==> config.mk <==
export PLATFORM = sky130hd
export DESIGN_NAME = command_dispatcher
export DESIGN_NICKNAME = d
export VERILOG_FILES = /design/src/rtl/command_dispatcher_pkg.sv /design/src/rtl/command_dispatcher.sv
export SDC_FILE = /design/constraint.sdc
export NUM_CORES = 1
export LEC_CHECK = 0
export CORE_MARGIN = 2
export CORE_UTILIZATION = 30
export CTS_BUF_LIST = sky130_fd_sc_hd__clkbuf_16
export DETAILED_ROUTE_END_ITERATION = 10
export MAX_ROUTING_LAYER = met4
export SYNTH_ARGS = -nofsm -noshare
export SYNTH_HDL_FRONTEND = slang
export SYNTH_SLANG_ARGS = --single-unit
==> constraint.sdc <==
create_clock -name aClock -period 14.7 [get_ports aClock]
set_clock_uncertainty 0.05 [all_clocks]
set_input_delay 2.94 -clock aClock [delete_from_list [all_inputs] [get_ports aClock]]
set_output_delay 2.94 -clock aClock [all_outputs]
set_load 0.02 [all_outputs]
==> src/rtl/command_dispatcher_pkg.sv <==
// Shared command definitions for the command processor / dispatcher path.
// Opcode encodings and the default size of the pipeline state register file.
package command_dispatcher_pkg;

  // Default number of addressable pipeline state registers.
  localparam int NUM_REGS_DEFAULT = 32;

  // Width of the opcode and data words presented by the command processor.
  localparam int CMD_WORD_WIDTH = 16;

  // Opcodes carried on the 16-bit command word.
  typedef enum logic [CMD_WORD_WIDTH-1:0] {
    COMMAND_OP_NOP       = 16'h0000,
    COMMAND_OP_SET_LO    = 16'h0001,
    COMMAND_OP_SET_HI    = 16'h0002,
    COMMAND_OP_WRITE_REG = 16'h0003,
    COMMAND_OP_DRAW      = 16'h0004,
    COMMAND_OP_END       = 16'h000F
  } CommandOperands;

endpackage

==> src/rtl/command_dispatcher.sv <==
// Command dispatcher: pulls one command per handshake from the command
// processor, stages 32-bit register values from two 16-bit halves, writes
// them to the pipeline state register bus, launches draws to the rasterizer
// and waits for their completion, and flags the end of a command list.
module command_dispatcher
  import command_dispatcher_pkg::*;
#(
  parameter int NUM_REGS        = NUM_REGS_DEFAULT,
  parameter int CMD_COUNT_WIDTH = 16,
  localparam int REG_ADDR_WIDTH = $clog2(NUM_REGS)
) (
  input  logic                       aClock,
  input  logic                       aReset,
  input  logic                       aCommandReady,
  input  logic [15:0]                aCommand,
  input  logic [15:0]                aCommandData,
  output logic                       anOutCommandRequested,
  output logic                       anOutRegWrite,
  output logic [REG_ADDR_WIDTH-1:0]  anOutRegAddr,
  output logic [31:0]                anOutRegData,
  output logic                       anOutDrawStart,
  output logic [15:0]                anOutDrawCount,
  input  logic                       aDrawDone,
  output logic                       anOutFrameDone,
  output logic                       anOutBusy,
  output logic                       anOutError,
  output logic [CMD_COUNT_WIDTH-1:0] anOutCommandCount
);

  // Register count expressed in the data word width for the bounds check.
  localparam logic [15:0] NUM_REGS_W = 16'(NUM_REGS);

  typedef enum logic [1:0] {
    ST_IDLE,
    ST_EXEC,
    ST_DRAW_WAIT
  } state_t;

  state_t                     state_reg;
  state_t                     state_next;

  logic [15:0]                op_reg;
  logic [15:0]                data_reg;
  logic [31:0]                staging_reg;
  logic [REG_ADDR_WIDTH-1:0]  reg_addr_reg;
  logic [31:0]                reg_data_reg;
  logic [15:0]                draw_count_reg;
  logic [CMD_COUNT_WIDTH-1:0] count_reg;
  logic                       error_reg;

  logic                       take;
  logic                       reg_write;
  logic                       draw_start;
  logic                       frame_done;
  logic                       addr_ok;
  logic                       op_known;
  logic                       exec_error;

  // The latched data word is a legal register index only below NUM_REGS.
  assign addr_ok = (data_reg < NUM_REGS_W);

  // Classify the latched opcode; anything outside the table is an error.
  always_comb begin
    op_known = 1'b0;
    case (op_reg)
      COMMAND_OP_NOP,
      COMMAND_OP_SET_LO,
      COMMAND_OP_SET_HI,
      COMMAND_OP_WRITE_REG,
      COMMAND_OP_DRAW,
      COMMAND_OP_END:       op_known = 1'b1;
      default:              op_known = 1'b0;
    endcase
  end

  // An EXEC cycle raises the sticky error for unknown opcodes or bad indices.
  assign exec_error = (state_reg == ST_EXEC) &&
                      (!op_known || ((op_reg == COMMAND_OP_WRITE_REG) && !addr_ok));

  // State register.
  always_ff @(posedge aClock or posedge aReset) begin
    if (aReset) begin
      state_reg <= ST_IDLE;
    end else begin
      state_reg <= state_next;
    end
  end

  // Next-state logic: one accept cycle, one execute cycle, optional draw wait.
  always_comb begin
    state_next = state_reg;
    case (state_reg)
      ST_IDLE: begin
        if (take) begin
          state_next = ST_EXEC;
        end
      end
      ST_EXEC: begin
        if (op_reg == COMMAND_OP_DRAW) begin
          state_next = ST_DRAW_WAIT;
        end else begin
          state_next = ST_IDLE;
        end
      end
      ST_DRAW_WAIT: begin
        // Completion is only honoured here, never during the launch cycle.
        if (aDrawDone) begin
          state_next = ST_IDLE;
        end
      end
      default: state_next = ST_IDLE;
    endcase
  end

  // Output decode: handshake in IDLE, one-cycle strobes in EXEC.
  always_comb begin
    take       = 1'b0;
    reg_write  = 1'b0;
    draw_start = 1'b0;
    frame_done = 1'b0;
    case (state_reg)
      ST_IDLE: begin
        // Held low while reset is asserted so no command is consumed then.
        take = aCommandReady && !aReset;
      end
      ST_EXEC: begin
        case (op_reg)
          COMMAND_OP_WRITE_REG: reg_write  = addr_ok;
          COMMAND_OP_DRAW:      draw_start = 1'b1;
          COMMAND_OP_END:       frame_done = 1'b1;
          default:              ;
        endcase
      end
      default: ;
    endcase
  end

  // Latch the accepted command and count it; the counter wraps silently.
  always_ff @(posedge aClock or posedge aReset) begin
    if (aReset) begin
      op_reg    <= '0;
      data_reg  <= '0;
      count_reg <= '0;
    end else if (take) begin
      op_reg    <= aCommand;
      data_reg  <= aCommandData;
      count_reg <= count_reg + CMD_COUNT_WIDTH'(1);
    end
  end

  // Assemble the 32-bit staging value from its two halves.
  always_ff @(posedge aClock or posedge aReset) begin
    if (aReset) begin
      staging_reg <= '0;
    end else if (state_reg == ST_EXEC) begin
      if (op_reg == COMMAND_OP_SET_LO) begin
        staging_reg[15:0] <= data_reg;
      end else if (op_reg == COMMAND_OP_SET_HI) begin
        staging_reg[31:16] <= data_reg;
      end
    end
  end

  // Remember the last register write and draw count so the buses hold between strobes.
  always_ff @(posedge aClock or posedge aReset) begin
    if (aReset) begin
      reg_addr_reg   <= '0;
      reg_data_reg   <= '0;
      draw_count_reg <= '0;
    end else begin
      if (reg_write) begin
        reg_addr_reg <= data_reg[REG_ADDR_WIDTH-1:0];
        reg_data_reg <= staging_reg;
      end
      if (draw_start) begin
        draw_count_reg <= data_reg;
      end
    end
  end

  // Sticky error flag; only reset clears it.
  always_ff @(posedge aClock or posedge aReset) begin
    if (aReset) begin
      error_reg <= 1'b0;
    end else if (exec_error) begin
      error_reg <= 1'b1;
    end
  end

  // The buses present the new value during the strobe cycle itself and then hold it.
  assign anOutCommandRequested = take;
  assign anOutRegWrite         = reg_write;
  assign anOutRegAddr          = reg_write  ? data_reg[REG_ADDR_WIDTH-1:0] : reg_addr_reg;
  assign anOutRegData          = reg_write  ? staging_reg : reg_data_reg;
  assign anOutDrawStart        = draw_start;
  assign anOutDrawCount        = draw_start ? data_reg : draw_count_reg;
  assign anOutFrameDone        = frame_done;
  assign anOutBusy             = (state_reg != ST_IDLE);
  assign anOutError            = error_reg;
  assign anOutCommandCount     = count_reg;

endmodule
======== After elaboration in Yosys (flattened, before gate mapping) ========
Cells that the tools add are included.
storage, ports and cells
  logic and storage cells ................. 51
  bits of input ports ..................... 36
  register bits ........................... 136
  output and inout bits ................... 75
operators by class
  eq/ne operators ......................... 9
  bitwise gates (word level) .............. 1
  reductions and logical operators ........ 14
  muxes and demuxes ....................... 15
  $lt $le $gt $ge ......................... 1
  add/sub/neg operators ................... 1
operator list
  kind                                                                            number
  16-bit by 2-bit == test with 1-bit output (second input constant)               2
  32-bit two-way mux                                                              1
  16-bit by 1-bit adder with 16-bit output (second input constant)                1
  16-bit by 1-bit == test with 1-bit output (second input constant)               1
  16-bit by 3-bit == test with 1-bit output (second input constant)               1
  16-bit by 4-bit == test with 1-bit output (second input constant)               1
  16-bit logical NOT                                                              1
  16-bit by 6-bit less-than comparator with 1-bit output (second input constant)  1
  16-bit two-way mux                                                              1
  1-bit two-way mux                                                               8
  2-bit two-way mux                                                               3
  2-bit one-hot mux with 3 select lines                                           1
  6-bit OR reduction                                                              1
  5-bit two-way mux                                                               1
  2-bit inequality test (second input constant)                                   2
  2-bit AND reduction                                                             2
  1-bit logical AND                                                               3
  1-bit logical NOT                                                               3
  3-bit AND reduction                                                             1
  2-bit by 1-bit == test with 1-bit output (second input constant)                1
  2-bit == test (second input constant)                                           1
  2-bit logical NOT                                                               1
  2-bit nonzero test                                                              1
  1-bit logical OR                                                                1
  1-bit inverter                                                                  1

======== Longest topological paths before layout ========
Gate-level depths: netlist of the first run.
  word-level depth ........................ 6
  mapped depth ............................ 6
  depth with buffers taken out ............ 5

======== Worst setup path after synthesis of the first run ========
OpenSTA, ideal clock, no wires.
  kind .................................... input -> output
  start point ............................. input aReset
  end point ............................... output anOutCommandRequested
  cell stages on the path ................. 4
  data required time ...................... 11.710 ns
  data arrival time ....................... 4.358 ns
  setup slack ............................. 7.352 ns
  buffers on the path ..................... 2
  cells stage by stage .................... or4b_2 > clkbuf_1 > clkinv_1 > buf_1
between the ends
  cells in the longest elaborated chain, start to end .. 3
ends and longest elaborated chain
  item                                line                       text
  start, declared                     command_dispatcher.sv:13   input logic aReset,
  1-bit logical NOT (no source line)  -
  1-bit logical AND                   command_dispatcher.sv:124  take = aCommandReady && !aReset;
  1-bit two-way mux                   command_dispatcher.sv:121  case (state_reg)
  end, declared                       command_dispatcher.sv:17   output logic anOutCommandRequested,
No other way between the ends.

======== Worst setup path in the final report of the first run ========
Ends and elaborated chain as after synthesis.

==> key figures, run 1 <==
Finish
  • Area growth, synth to finish: 35.13%
  • Ant diodes: 0
  • Layout cell share with drive strength beyond 1: 24.40%
  • Nets: 569
  • Final instance count without filler cells: 774

CTS
  • TritonCTS clock tree: yes
  • Root Driver: sky130_fd_sc_hd__clkbuf_16
  • Latest clock arrival within the worst-skew pair: 410 ps
  • CTS H-Tree Depth: 4
  • Total CTS buffers: 17
  • Cts-stage hold buffer count: 0
  • Clock input transition at the sequential cells of the worst setup and hold paths: 60 ps
  • Resized Gates After CTS: 0
  • Clock net sink count: 136
  • Post-CTS setup repair buffer count: 0
  • Clk buf depth: 2

Logic synthesis
  • Warnings from Yosys: 0
  • Cell area after synthesis: 0.005464 mm²
  • Predominant post-synthesis flop cell: sky130_fd_sc_hd__dfrtp_1
  • Share of the yosys chip area belonging to registers: 62.29%
  • Synthesized instance count: 413
  • Post-synth EDFFs: 0
  • Number of nets in the synthesized netlist: 450
  • Async S/R FF share, synth: 100.0%
  • Mean instance size in the synthesized netlist: 13.23 µm²
  • Total of flip-flops plus latches after synthesis: 136
  • Number of distinct library cells after synthesis: 42

Drt
  • Detailed-route via count: 3,506
  • Initial DRT Pass Iterations: 4
  • Average via count per standard cell: 4.530
  • Detail Route Antenna Nets: 0
  • Drt wl/cell: 16.02 µm
  • Total Routed Length: 12,400 µm
  • Starting DRT DRC Count: 123
  • DRC violations left: 0

Run
  • Max capacitance violation total: 0

Global routing
  • Vias in the first global route: 3,672
  • Global-route wire length before repair: 20,130 µm
  • Maximum number of pins on one net before global-route repair: 76
  • Number of antenna violations at the first check in global routing: 0
  • Total global routing track utilization: 13.93%
  • Aggregate global routing overflow: 0

Setup path
  • Capturing instance or port of the critical path: anOutCommandRequested
  • Category of the worst setup path launch point: input pin
  • Worst reg-to-reg path cell count: 4
  • Arr. time, crit path: 5070 ps
  • Critical path data required time: 11,710 ps
  • Category of the worst setup path capture point: primary output
  • Startpoint of the worst setup timing path: aReset
  • Reg2Reg Capture Point: draw_count_reg[9]$_DFF_PP0_
  • Kind of critical path: in2out
  • Reg2reg start: op_reg[4]$_DFFE_PP0P_
  • Register-to-Register Setup Slack: 11,990 ps
  • Worst-path fanout max: 40

Timing
  • Total Negative Setup Slacks: 0 ps
  • Final worst path period need: 8059 ps
  • Post-route fraction of the period consumed by the critical path: 54.82%
  • Peak Freq: 0.1241 GHz
  • Hold Vio Cnt, Final: 0
  • Slew Viols, Final: 0
  • Transition time of the tightest slew-check pin: 1134 ps
  • RSZ-0062 raised after global routing: false
  • Max-Slew Margin vs Limit: 24.34%
  • Final setup fails: 0

Placement
  • Cell count after placement: 742
  • Number of buffers added on ports: 110
  • Last weighted congestion value of the routability-driven placer: 0.8083
  • Half-perimeter wire length after detailed placement: 8298 µm

Floorplan
  • Row count: 49
  • Die Outline Area: 0.01931 mm²
  • Die X-Extent: 139.0 µm
  • DIE HEIGHT: 139.0 µm
  • Initial Utilization: 30.52%
  • I/O pin cnt: 111
  • Placeable Area: 0.01790 mm²

Power
  • Power per Cell Area: 128.1 mW/mm²
  • Maximum VDD drop: 0.07903 mV
  • Total leakage power: 0.003539 µW

Worst hold path
  • Hold Crit Class: reg2reg
  • Cells on Worst Hold Path: 1

Status
  • Result of the run: finished, final reports clean
how the worst min path moves through the flow:
stage                                   endpoint  slack [ps]                              start
5_1_grt        anOutCommandCount[15]$_DFFE_PP0P_         460  anOutCommandCount[15]$_DFFE_PP0P_
3_3_place_gp               op_reg[7]$_DFFE_PP0P_         410              op_reg[7]$_DFFE_PP0P_
6_report       anOutCommandCount[15]$_DFFE_PP0P_         420  anOutCommandCount[15]$_DFFE_PP0P_
2_1_floorplan              op_reg[4]$_DFFE_PP0P_         400              op_reg[4]$_DFFE_PP0P_
3_5_place_dp          reg_data_reg[29]$_DFF_PP0_         420         reg_data_reg[29]$_DFF_PP0_
4_1_cts        anOutCommandCount[15]$_DFFE_PP0P_         430  anOutCommandCount[15]$_DFFE_PP0P_
cells by family (layout without fill, tap and decap cells):
kind of cell / after synthesis / after routing / synth area share [%]
simple gates: 152 / 152 / 13.88
xor+xnor: 15 / 15 / 2.404
mux: 85 / 85 / 18.20
buf+inv: 19 / 151 / 2.358
flops: 136 / 136 / 62.29
compound gates: 5 / 5 / 0.6413
fa+ha+maj: 1 / 1 / 0.2290
critical path: stages:
cell	delay (ps)
sky130_fd_sc_hd__clkdlybuf4s50_1	480
sky130_fd_sc_hd__or4b_2	630
sky130_fd_sc_hd__buf_4	290
sky130_fd_sc_hd__clkinv_1	110
sky130_fd_sc_hd__clkdlybuf4s50_1	600
through the flow:
stage	worst slack (ps)	hold WS [ps]	total power [µW]	area (µm²)	utilization (%)
floorplan	7352	396.6	476.3	5464	-
global placement	6642	412.3	520.7	6780	37.87
detailed placement	6637	423.3	524.1	6780	37.87
CTS	6639	432.9	960.2	7383	41.24
global route	6568	457.8	990.0	7383	41.24
finish	6641	424.4	945.7	7383	41.24
area by class of cell:
type	count	area, µm²
fillers	1661	10520
flip-flops and latches	136	3403
multi-input cells	258	1932
repair buffers	115	1139
clock buffers	17	425.4
well taps	229	286.5
clock inverters	15	177.7
inverters	4	20.02
Yosys cell counts, types with 2 or more instances:
| cell | number | area (µm²) |
|---|---|---|
| sky130_fd_sc_hd__nor4_4 | 2 | 42.54 |
| sky130_fd_sc_hd__mux2_4 | 10 | 150.1 |
| sky130_fd_sc_hd__mux2_1 | 2 | 22.52 |
| sky130_fd_sc_hd__nand2_1 | 104 | 390.4 |
| sky130_fd_sc_hd__dfrtp_1 | 136 | 3403 |
| sky130_fd_sc_hd__nand4_1 | 5 | 31.28 |
| sky130_fd_sc_hd__buf_6 | 5 | 56.30 |
| sky130_fd_sc_hd__a21oi_1 | 2 | 10.01 |
| sky130_fd_sc_hd__xor2_1 | 5 | 43.79 |
| sky130_fd_sc_hd__buf_2 | 3 | 15.01 |
| sky130_fd_sc_hd__nor2_1 | 9 | 33.78 |
| sky130_fd_sc_hd__clkbuf_1 | 4 | 15.01 |
| sky130_fd_sc_hd__inv_1 | 3 | 11.26 |
| sky130_fd_sc_hd__or4_4 | 2 | 22.52 |
| sky130_fd_sc_hd__nor4_1 | 4 | 25.02 |
| sky130_fd_sc_hd__nand3_1 | 8 | 40.04 |
| sky130_fd_sc_hd__or2_2 | 2 | 12.51 |
| sky130_fd_sc_hd__buf_1 | 2 | 7.510 |
| sky130_fd_sc_hd__xnor2_1 | 10 | 87.58 |
| sky130_fd_sc_hd__mux2_2 | 73 | 822.0 |
report_power, final:
| part | switching [µW] | internal, µW |
|---|---|---|
| logic | 43.9 | 42.1 |
| clock network | 163 | 267 |
| registers | 32.9 | 398 |
cells in the final DEF, fill, tap and decap left out, types with 2 or more instances in the layout:
| cell | n |
|---|---|
| sky130_fd_sc_hd__nor4_4 | 2 |
| sky130_fd_sc_hd__nor2_1 | 9 |
| sky130_fd_sc_hd__dfrtp_1 | 136 |
| sky130_fd_sc_hd__clkinv_2 | 2 |
| sky130_fd_sc_hd__xnor2_1 | 10 |
| sky130_fd_sc_hd__or4_4 | 2 |
| sky130_fd_sc_hd__xor2_1 | 5 |
| sky130_fd_sc_hd__mux2_2 | 73 |
| sky130_fd_sc_hd__clkdlybuf4s50_1 | 110 |
| sky130_fd_sc_hd__inv_1 | 2 |
| sky130_fd_sc_hd__clkinvlp_4 | 4 |
| sky130_fd_sc_hd__or2_2 | 2 |
| sky130_fd_sc_hd__clkbuf_16 | 17 |
| sky130_fd_sc_hd__mux2_4 | 10 |
| sky130_fd_sc_hd__bufinv_16 | 3 |
| sky130_fd_sc_hd__nand3_1 | 8 |
| sky130_fd_sc_hd__buf_4 | 5 |
| sky130_fd_sc_hd__nand4_1 | 5 |
| sky130_fd_sc_hd__nor4_1 | 4 |
| sky130_fd_sc_hd__clkinv_1 | 2 |
| sky130_fd_sc_hd__a21oi_1 | 2 |
| sky130_fd_sc_hd__nand2_1 | 104 |
| sky130_fd_sc_hd__clkinv_4 | 4 |
| sky130_fd_sc_hd__inv_6 | 2 |
| sky130_fd_sc_hd__mux2_1 | 2 |
routing by layer:
metal	up-vias	wire (µm)	track usage [%]
met5	-	0	-
met4	0	170	4.200
met3	14	547	4.351
met2	87	6071	21.44
met1	1763	5614	17.75
li1	1642	-	-
(Power assumes the default switching activity.)
==> run 2, diff against run 1 <==
==> constraint.sdc (replaced) <==
create_clock -name aClock -period 8.4 [get_ports aClock]
set_clock_uncertainty 0.05 [all_clocks]
set_input_delay 1.68 -clock aClock [delete_from_list [all_inputs] [get_ports aClock]]
set_output_delay 1.68 -clock aClock [all_outputs]
set_load 0.02 [all_outputs]
==> run 2 against run 1 <==
  * Worst setup slack worse by 3800 ps
  * Critical endpoint unchanged
  * Sequential cell count unchanged
  * Final cell count unchanged
  * Core utilization down 0.29 points
  * Die area unchanged
  * Sequential share of layout area up 0.32 points
  * Worst hold slack worse by 2.1 ps
  * Power up 68%
  * Sequential power up 75%
  * Count of clock-buffer cells in the layout unchanged
  * First-iteration DRC count up 21%
  * Via count down 1.0%
==> key figures, run 2 (synthesis gave the netlist of run 1 again) <==
Status
  • Result of the run: finished, final reports clean

Setup path
  • Arr. time, crit path: 3790 ps (-1280 ps)
  • Category of the worst setup path capture point: primary output
  • Reg2reg start: op_reg[4]$_DFFE_PP0P_
  • Number of buffers and inverters on the critical path: 4 (unchanged)
  • Critical path data required time: 6670 ps (-5040 ps)
  • Register-to-Register Setup Slack: 5710 ps (-6280 ps)
  • Category of the worst setup path launch point: input pin
  • Reg2Reg Capture Point: draw_count_reg[15]$_DFF_PP0_
  • Most frequent CP cell: sky130_fd_sc_hd__clkdlybuf4s50_1
  • Kind of cell with the highest combined delay on the critical path: buffers and inverters
  • Startpoint of the worst setup timing path: aReset
  • Cell-by-cell trace of the critical path: clkdlybuf4s50_1 > or4b_2 > buf_4 > clkinv_1 > clkdlybuf4s50_1
  • Master of the slowest instance on the critical path: sky130_fd_sc_hd__or4b_2
  • Kind of critical path: in2out
  • Worst-path fanout max: 40 (unchanged)
  • CP max stage delay: 630 ps (about the same)
  • Worst reg-to-reg path cell count: 4 (unchanged)

Placement
  • Post-DP Area: 0.006780 mm² (unchanged)
  • Cell count after placement: 742 (unchanged)
  • Placement Setup Slack: 2866 ps (-3771 ps)
  • Number of buffers added on ports: 110 (unchanged)
  • Half-perimeter wire length after detailed placement: 8298 µm (about the same)
  • Last weighted congestion value of the routability-driven placer: 0.8111 (+0.35%)

CTS
  • Post-CTS setup repair buffer count: 0 (unchanged)
  • TritonCTS clock tree: yes
  • Total CTS buffers: 17 (unchanged)
  • Latest clock arrival within the worst-skew pair: 410 ps (about the same)
  • CTS H-Tree Depth: 4 (unchanged)
  • Clock net sink count: 136 (unchanged)
  • Cts-stage hold buffer count: 0 (unchanged)
  • Clock input transition at the sequential cells of the worst setup and hold paths: 60 ps (about the same)
  • Root Driver: sky130_fd_sc_hd__clkbuf_16
  • Resized Gates After CTS: 0 (unchanged)
  • Clk buf depth: 2 (unchanged)

Global routing
  • Aggregate global routing overflow: 0 (unchanged)
  • Global-route wire length before repair: 20,230 µm (+0.51%)
  • Maximum number of pins on one net before global-route repair: 72 (-5.3%)
  • Number of antenna violations at the first check in global routing: 0 (unchanged)
  • Vias in the first global route: 3,766 (+2.6%)
  • Total global routing track utilization: 13.89% (-0.044 points)

Floorplan
  • Die X-Extent: 139.0 µm (unchanged)
  • Row count: 49 (unchanged)
  • Die Outline Area: 0.01931 mm² (unchanged)
  • DIE HEIGHT: 139.0 µm (unchanged)
  • Placeable Area: 0.01790 mm² (unchanged)
  • Initial Utilization: 30.52% (unchanged)
  • I/O pin cnt: 111 (unchanged)

Timing
  • Total Negative Setup Slacks: 0 ps (unchanged)
  • Final worst path period need: 5524 ps
  • Slew Viols, Final: 0 (unchanged)
  • Post-route fraction of the period consumed by the critical path: 65.76%
  • Smallest setup slack after layout: 2876 ps (-3765 ps)
  • RSZ-0062 raised after global routing: false
  • Final setup fails: 0 (unchanged)
  • Hold Vio Cnt, Final: 0 (unchanged)
  • Transition time of the tightest slew-check pin: 1132 ps (-2.120 ps)
  • Peak Freq: 0.1810 GHz
  • Max-Slew Margin vs Limit: 24.48% (+0.14 points)

Drt
  • Drt wl/cell: 15.88 µm (-0.91%)
  • Starting DRT DRC Count: 149 (+21%)
  • DRC violations left: 0 (unchanged)
  • Detailed-route via count: 3,470 (-1.0%)
  • Detail Route Antenna Nets: 0 (unchanged)
  • Total Routed Length: 12,290 µm (-0.91%)
  • Initial DRT Pass Iterations: 4 (unchanged)
  • Average via count per standard cell: 4.483 (-1.0%)

Finish
  • Layout cell share with drive strength beyond 1: 24.22% (-0.18 points)
  • Fin util: 40.96% (-0.29 points)
  • Number of fill cells in the layout: 1,706 (+2.7%)
  • Final instance count without filler cells: 774 (unchanged)
  • Commonest non-fill, non-tap cell in the layout: sky130_fd_sc_hd__dfrtp_1
  • Nets: 569 (unchanged)
  • Area growth, synth to finish: 34.19%
  • Commonest cells after routing, fill and taps aside: 136 x sky130_fd_sc_hd__dfrtp_1, 110 x sky130_fd_sc_hd__clkdlybuf4s50_1, 104 x sky130_fd_sc_hd__nand2_1
  • Post-route standard cell area excluding fillers: 0.007332 mm² (-0.69%)
  • Ant diodes: 0 (unchanged)

Power
  • Maximum VDD drop: 0.1369 mV (+73%)
  • Internal: 1175 µW (+66%)
  • Sw power: 414.2 µW (+73%)
  • Fraction of power spent switching nets: 26.06% (+0.73 points)
  • Part of the power in combinational logic: 9.5% (+0.4 points)
  • Total leakage power: 0.003517 µW (-0.62%)
  • Fraction of power consumed by the clock network: 43.1% (-2.3 points)
  • Power per Cell Area: 216.8 mW/mm² (+69%)
  • Portion of total power attributed to sequential cells: 47.4% (+1.9 points)

Worst hold path
  • Worst Hold End: anOutCommandCount[15]$_DFFE_PP0P_
  • Cells on Worst Hold Path: 1 (unchanged)
  • Hold Crit Class: reg2reg
  • Min-delay src: anOutCommandCount[15]$_DFFE_PP0P_

Run
  • Max capacitance violation total: 0 (unchanged)
## run 2: changes by cell type in the layout (fill, tap and decap cells not counted)
cell / change
sky130_fd_sc_hd__clkinv_4: -2
sky130_fd_sc_hd__clkinv_1: +1
sky130_fd_sc_hd__inv_6: +2
sky130_fd_sc_hd__clkinv_2: +1
sky130_fd_sc_hd__bufinv_16: -2
## run 2: cell type report
cell class,count,area (µm²),area share [%]
multi-input combinational,258,1932,26.35
clock buffer,17,425.4,5.802
tap,229,286.5,3.908
sequential,136,3403,46.42
inverter,4,20.02,0.2730
clock inverter,15,126.4,1.724
timing repair buffer,115,1139,15.53
## run 2: power groups by stage
stage | registers (µW) | logic (µW) | clock network (µW)
floorplan | 760 | 73.2 | 0
global placement | 762 | 149 | 0
detailed placement | 764 | 153 | 0
CTS | 754 | 154 | 710
global route | 761 | 168 | 739
finish | 753 | 151 | 686
## run 2: layer usage
metal  wire length (µm)  GRT usage, %
met5                  0             -
met2               5912         21.60
met1               5770         17.79
met3                501         4.213
met4                106         3.668
## run 2: worst register-to-register path, stage by stage (launching register included)
cell and delay [ps]:
sky130_fd_sc_hd__dfrtp_1 370, sky130_fd_sc_hd__or4_4 580, sky130_fd_sc_hd__nand4b_4 220, sky130_fd_sc_hd__nor2_2 890, sky130_fd_sc_hd__mux2_2 450
## run 2: worst max path at each step
stage	end	slack, ps	cells past startpoint
after CTS	anOutCommandRequested	2860	5
after floorplan	anOutCommandCount[0]$_DFFE_PP0P_	3030	1
after detailed placement	anOutCommandRequested	2870	5
final	anOutCommandRequested	2880	5
after global routing	anOutCommandRequested	2810	5
after global placement	anOutCommandRequested	2860	5
## run 2: metrics by stage
| stage | hold slack [ps] | power [µW] |
|---|---|---|
| after global routing | 456.5 | 1668 |
| final | 422.2 | 1589 |
| after detailed placement | 417.4 | 917.3 |
| after CTS | 431.9 | 1618 |
| after global placement | 412.8 | 911.8 |
| after floorplan | 396.6 | 833.6 |
==> run 3, diff against run 2 <==
==> constraint.sdc (replaced) <==
create_clock -name aClock -period 5.3 [get_ports aClock]
set_clock_uncertainty 0.05 [all_clocks]
set_input_delay 1.06 -clock aClock [delete_from_list [all_inputs] [get_ports aClock]]
set_output_delay 1.06 -clock aClock [all_outputs]
set_load 0.02 [all_outputs]
==> run 3 against run 2 <==
  * Global-route usage about the same
  * Power is 66% higher
  * Sequential cell count did not move
  * Wire length rose by 0.30%
  * First-iteration DRC count shrank 42%
  * Register-to-register slack worse by 3000 ps
  * Largest power group is now the clock network
==> key figures, run 3 (synthesis gave the netlist of run 1 again) <==
Status
  • Result of the run: finished, final reports clean

Power
  • Fraction of power consumed by the clock network: 45.9% (+2.8 points)
  • Power per Cell Area: 357.3 mW/mm² (+65%)
  • Total leakage power: 0.003560 µW (+1.2%)
  • Sw power: 643.1 µW (+55%)
  • Part of the power in combinational logic: 9.0% (-0.5 points)
  • Portion of total power attributed to sequential cells: 45.0% (-2.4 points)
  • Maximum VDD drop: 0.2017 mV (+47%)
  • Internal: 2000 µW (+70%)
  • Overall power of the completed layout: 2643 µW (+66%)
  • Fraction of power spent switching nets: 24.33% (-1.7 points)

Timing
  • Post-route fraction of the period consumed by the critical path: 84.00%
  • Transition time of the tightest slew-check pin: 979.8 ps (-151.7 ps)
  • Slew Viols, Final: 0 (unchanged)
  • RSZ-0062 raised after global routing: false
  • Final worst path period need: 4452 ps
  • Max-Slew Margin vs Limit: 34.68% (+10 points)
  • Peak Freq: 0.2246 GHz
  • Total Negative Setup Slacks: 0 ps (unchanged)
  • Final setup fails: 0 (unchanged)
  • Hold Vio Cnt, Final: 0 (unchanged)

Floorplan
  • I/O pin cnt: 111 (unchanged)
  • Initial Utilization: 30.52% (unchanged)
  • Die Outline Area: 0.01931 mm² (unchanged)
  • Placeable Area: 0.01790 mm² (unchanged)
  • Row count: 49 (unchanged)
  • Die X-Extent: 139.0 µm (unchanged)
  • DIE HEIGHT: 139.0 µm (unchanged)

Global routing
  • Vias in the first global route: 3,733 (-0.88%)
  • Aggregate global routing overflow: 0 (unchanged)
  • Maximum number of pins on one net before global-route repair: 111 (+54%)
  • Global-route wire length before repair: 20,140 µm (-0.44%)
  • Total global routing track utilization: 13.87% (-0.017 points)
  • Number of antenna violations at the first check in global routing: 0 (unchanged)

Drt
  • Total Routed Length: 12,330 µm (+0.30%)
  • Initial DRT Pass Iterations: 4 (unchanged)
  • Average via count per standard cell: 4.459 (-0.53%)
  • Drt wl/cell: 15.91 µm (+0.17%)
  • Detailed-route via count: 3,456 (-0.40%)
  • Detail Route Antenna Nets: 0 (unchanged)
  • DRC violations left: 0 (unchanged)
  • Starting DRT DRC Count: 87 (-42%)

CTS
  • Clock input transition at the sequential cells of the worst setup and hold paths: 60 ps (about the same)
  • Post-CTS setup repair buffer count: 0 (unchanged)
  • Resized Gates After CTS: 0 (unchanged)
  • CTS H-Tree Depth: 4 (unchanged)
  • Total CTS buffers: 17 (unchanged)
  • Cts-stage hold buffer count: 0 (unchanged)
  • Clk buf depth: 2 (unchanged)
  • Clock net sink count: 136 (unchanged)
  • Latest clock arrival within the worst-skew pair: 410 ps (about the same)
  • TritonCTS clock tree: yes
  • Root Driver: sky130_fd_sc_hd__clkbuf_16

Setup path
  • CP max stage delay: 550 ps (-80 ps)
  • Worst-path fanout max: 37 (-7.5%)
  • Category of the worst setup path capture point: primary output
  • Category of the worst setup path launch point: flop
  • Cell-by-cell trace of the critical path: nor4bb_1 > nand4_1 > nor4_4 > buf_4 > mux2_1 > clkdlybuf4s50_1
  • Arr. time, crit path: 3340 ps (-450 ps)
  • Critical path data required time: 4190 ps (-2480 ps)
  • Kind of critical path: reg2out
  • Master of the slowest instance on the critical path: sky130_fd_sc_hd__clkdlybuf4s50_1

Finish
  • Area growth, synth to finish: 35.38%
  • Commonest cells after routing, fill and taps aside: 136 x sky130_fd_sc_hd__dfrtp_1, 110 x sky130_fd_sc_hd__clkdlybuf4s50_1, 104 x sky130_fd_sc_hd__nand2_1
  • Nets: 570 (+0.18%)
  • Ant diodes: 0 (unchanged)
  • Layout cell share with drive strength beyond 1: 24.18% (-0.044 points)
  • Post-route standard cell area excluding fillers: 0.007397 mm² (+0.89%)
  • Commonest non-fill, non-tap cell in the layout: sky130_fd_sc_hd__dfrtp_1
  • Final instance count without filler cells: 775 (+0.13%)

Worst hold path
  • Hold Crit Class: reg2reg

Placement
  • Post-DP Area: 0.006788 mm² (+0.11%)
  • Number of buffers added on ports: 110 (unchanged)
  • Cell count after placement: 743 (+0.13%)
  • Last weighted congestion value of the routability-driven placer: 0.7699 (-5.1%)
  • Half-perimeter wire length after detailed placement: 8327 µm (+0.35%)

Run
  • Max capacitance violation total: 0 (unchanged)
run 3: path summary, 6_finish.rpt:
kind,from,to,slack [ps],cells after the start
hold reg to reg,anOutCommandCount[15]$_DFFE_PP0P_,anOutCommandCount[15]$_DFFE_PP0P_,420,1
min in group asynchronous,aReset,op_reg[14]$_DFFE_PP0P_,1230,2
max in group asynchronous,aReset,staging_reg[1]$_DFFE_PP0P_,3060,3
hold / removal,anOutCommandCount[15]$_DFFE_PP0P_,anOutCommandCount[15]$_DFFE_PP0P_,420,1
setup / recovery,op_reg[2]$_DFFE_PP0P_,anOutRegData[30],850,6
setup reg to reg,state_reg[1]$_DFFE_PP0P_,anOutCommandCount[13]$_DFFE_PP0P_,2700,5
run 3: cell type report:
type                       count  area, µm²
clock buffer                  17      425.4
tap                          229      286.5
timing repair buffer         116       1146
inverter                       4      20.02
fill                        1691      10510
sequential                   136       3403
multi-input combinational    258       1932
clock inverter                15      183.9
run 3: per-stage QoR:
stage | utilization, % | hold slack, ps | worst slack (ps)
2_1_floorplan | - | 396.6 | 550.5
3_3_place_gp | 37.92 | 411.3 | 1185
3_5_place_dp | 37.92 | 415.0 | 1179
4_1_cts | 41.32 | 430.0 | 713.5
5_1_grt | 41.32 | 448.9 | 638.1
6_report | 41.32 | 424.6 | 847.7
run 3: metal layers:
| metal | routed length [µm] | global-route usage (%) | vias to the layer above | share of wire [%] |
|---|---|---|---|---|
| li1 | - | - | 1641 | - |
| met1 | 5624 | 17.37 | 1731 | 46 |
| met2 | 6086 | 22.22 | 75 | 49 |
| met3 | 509 | 3.867 | 9 | 4.1 |
| met4 | 108 | 3.828 | 0 | 0.88 |
| met5 | 0 | - | - | 0 |
run 3: power by group through the flow:
stage,clock network (µW),registers (µW),logic (µW)
CTS,1250,1190,245
finish,1210,1190,239
global placement,0,1200,238
floorplan,0,1210,116
detailed placement,0,1210,243
global route,1300,1200,266
run 3: worst max-delay path, delay by kind of cell (launching register included):
| kind | cells | cell delay [ps] |
|---|---|---|
| muxes | 1 | 420 |
| buffers and inverters | 2 | 1020 |
| and+or+nand+nor | 3 | 980 |
| DFF | 1 | 470 |
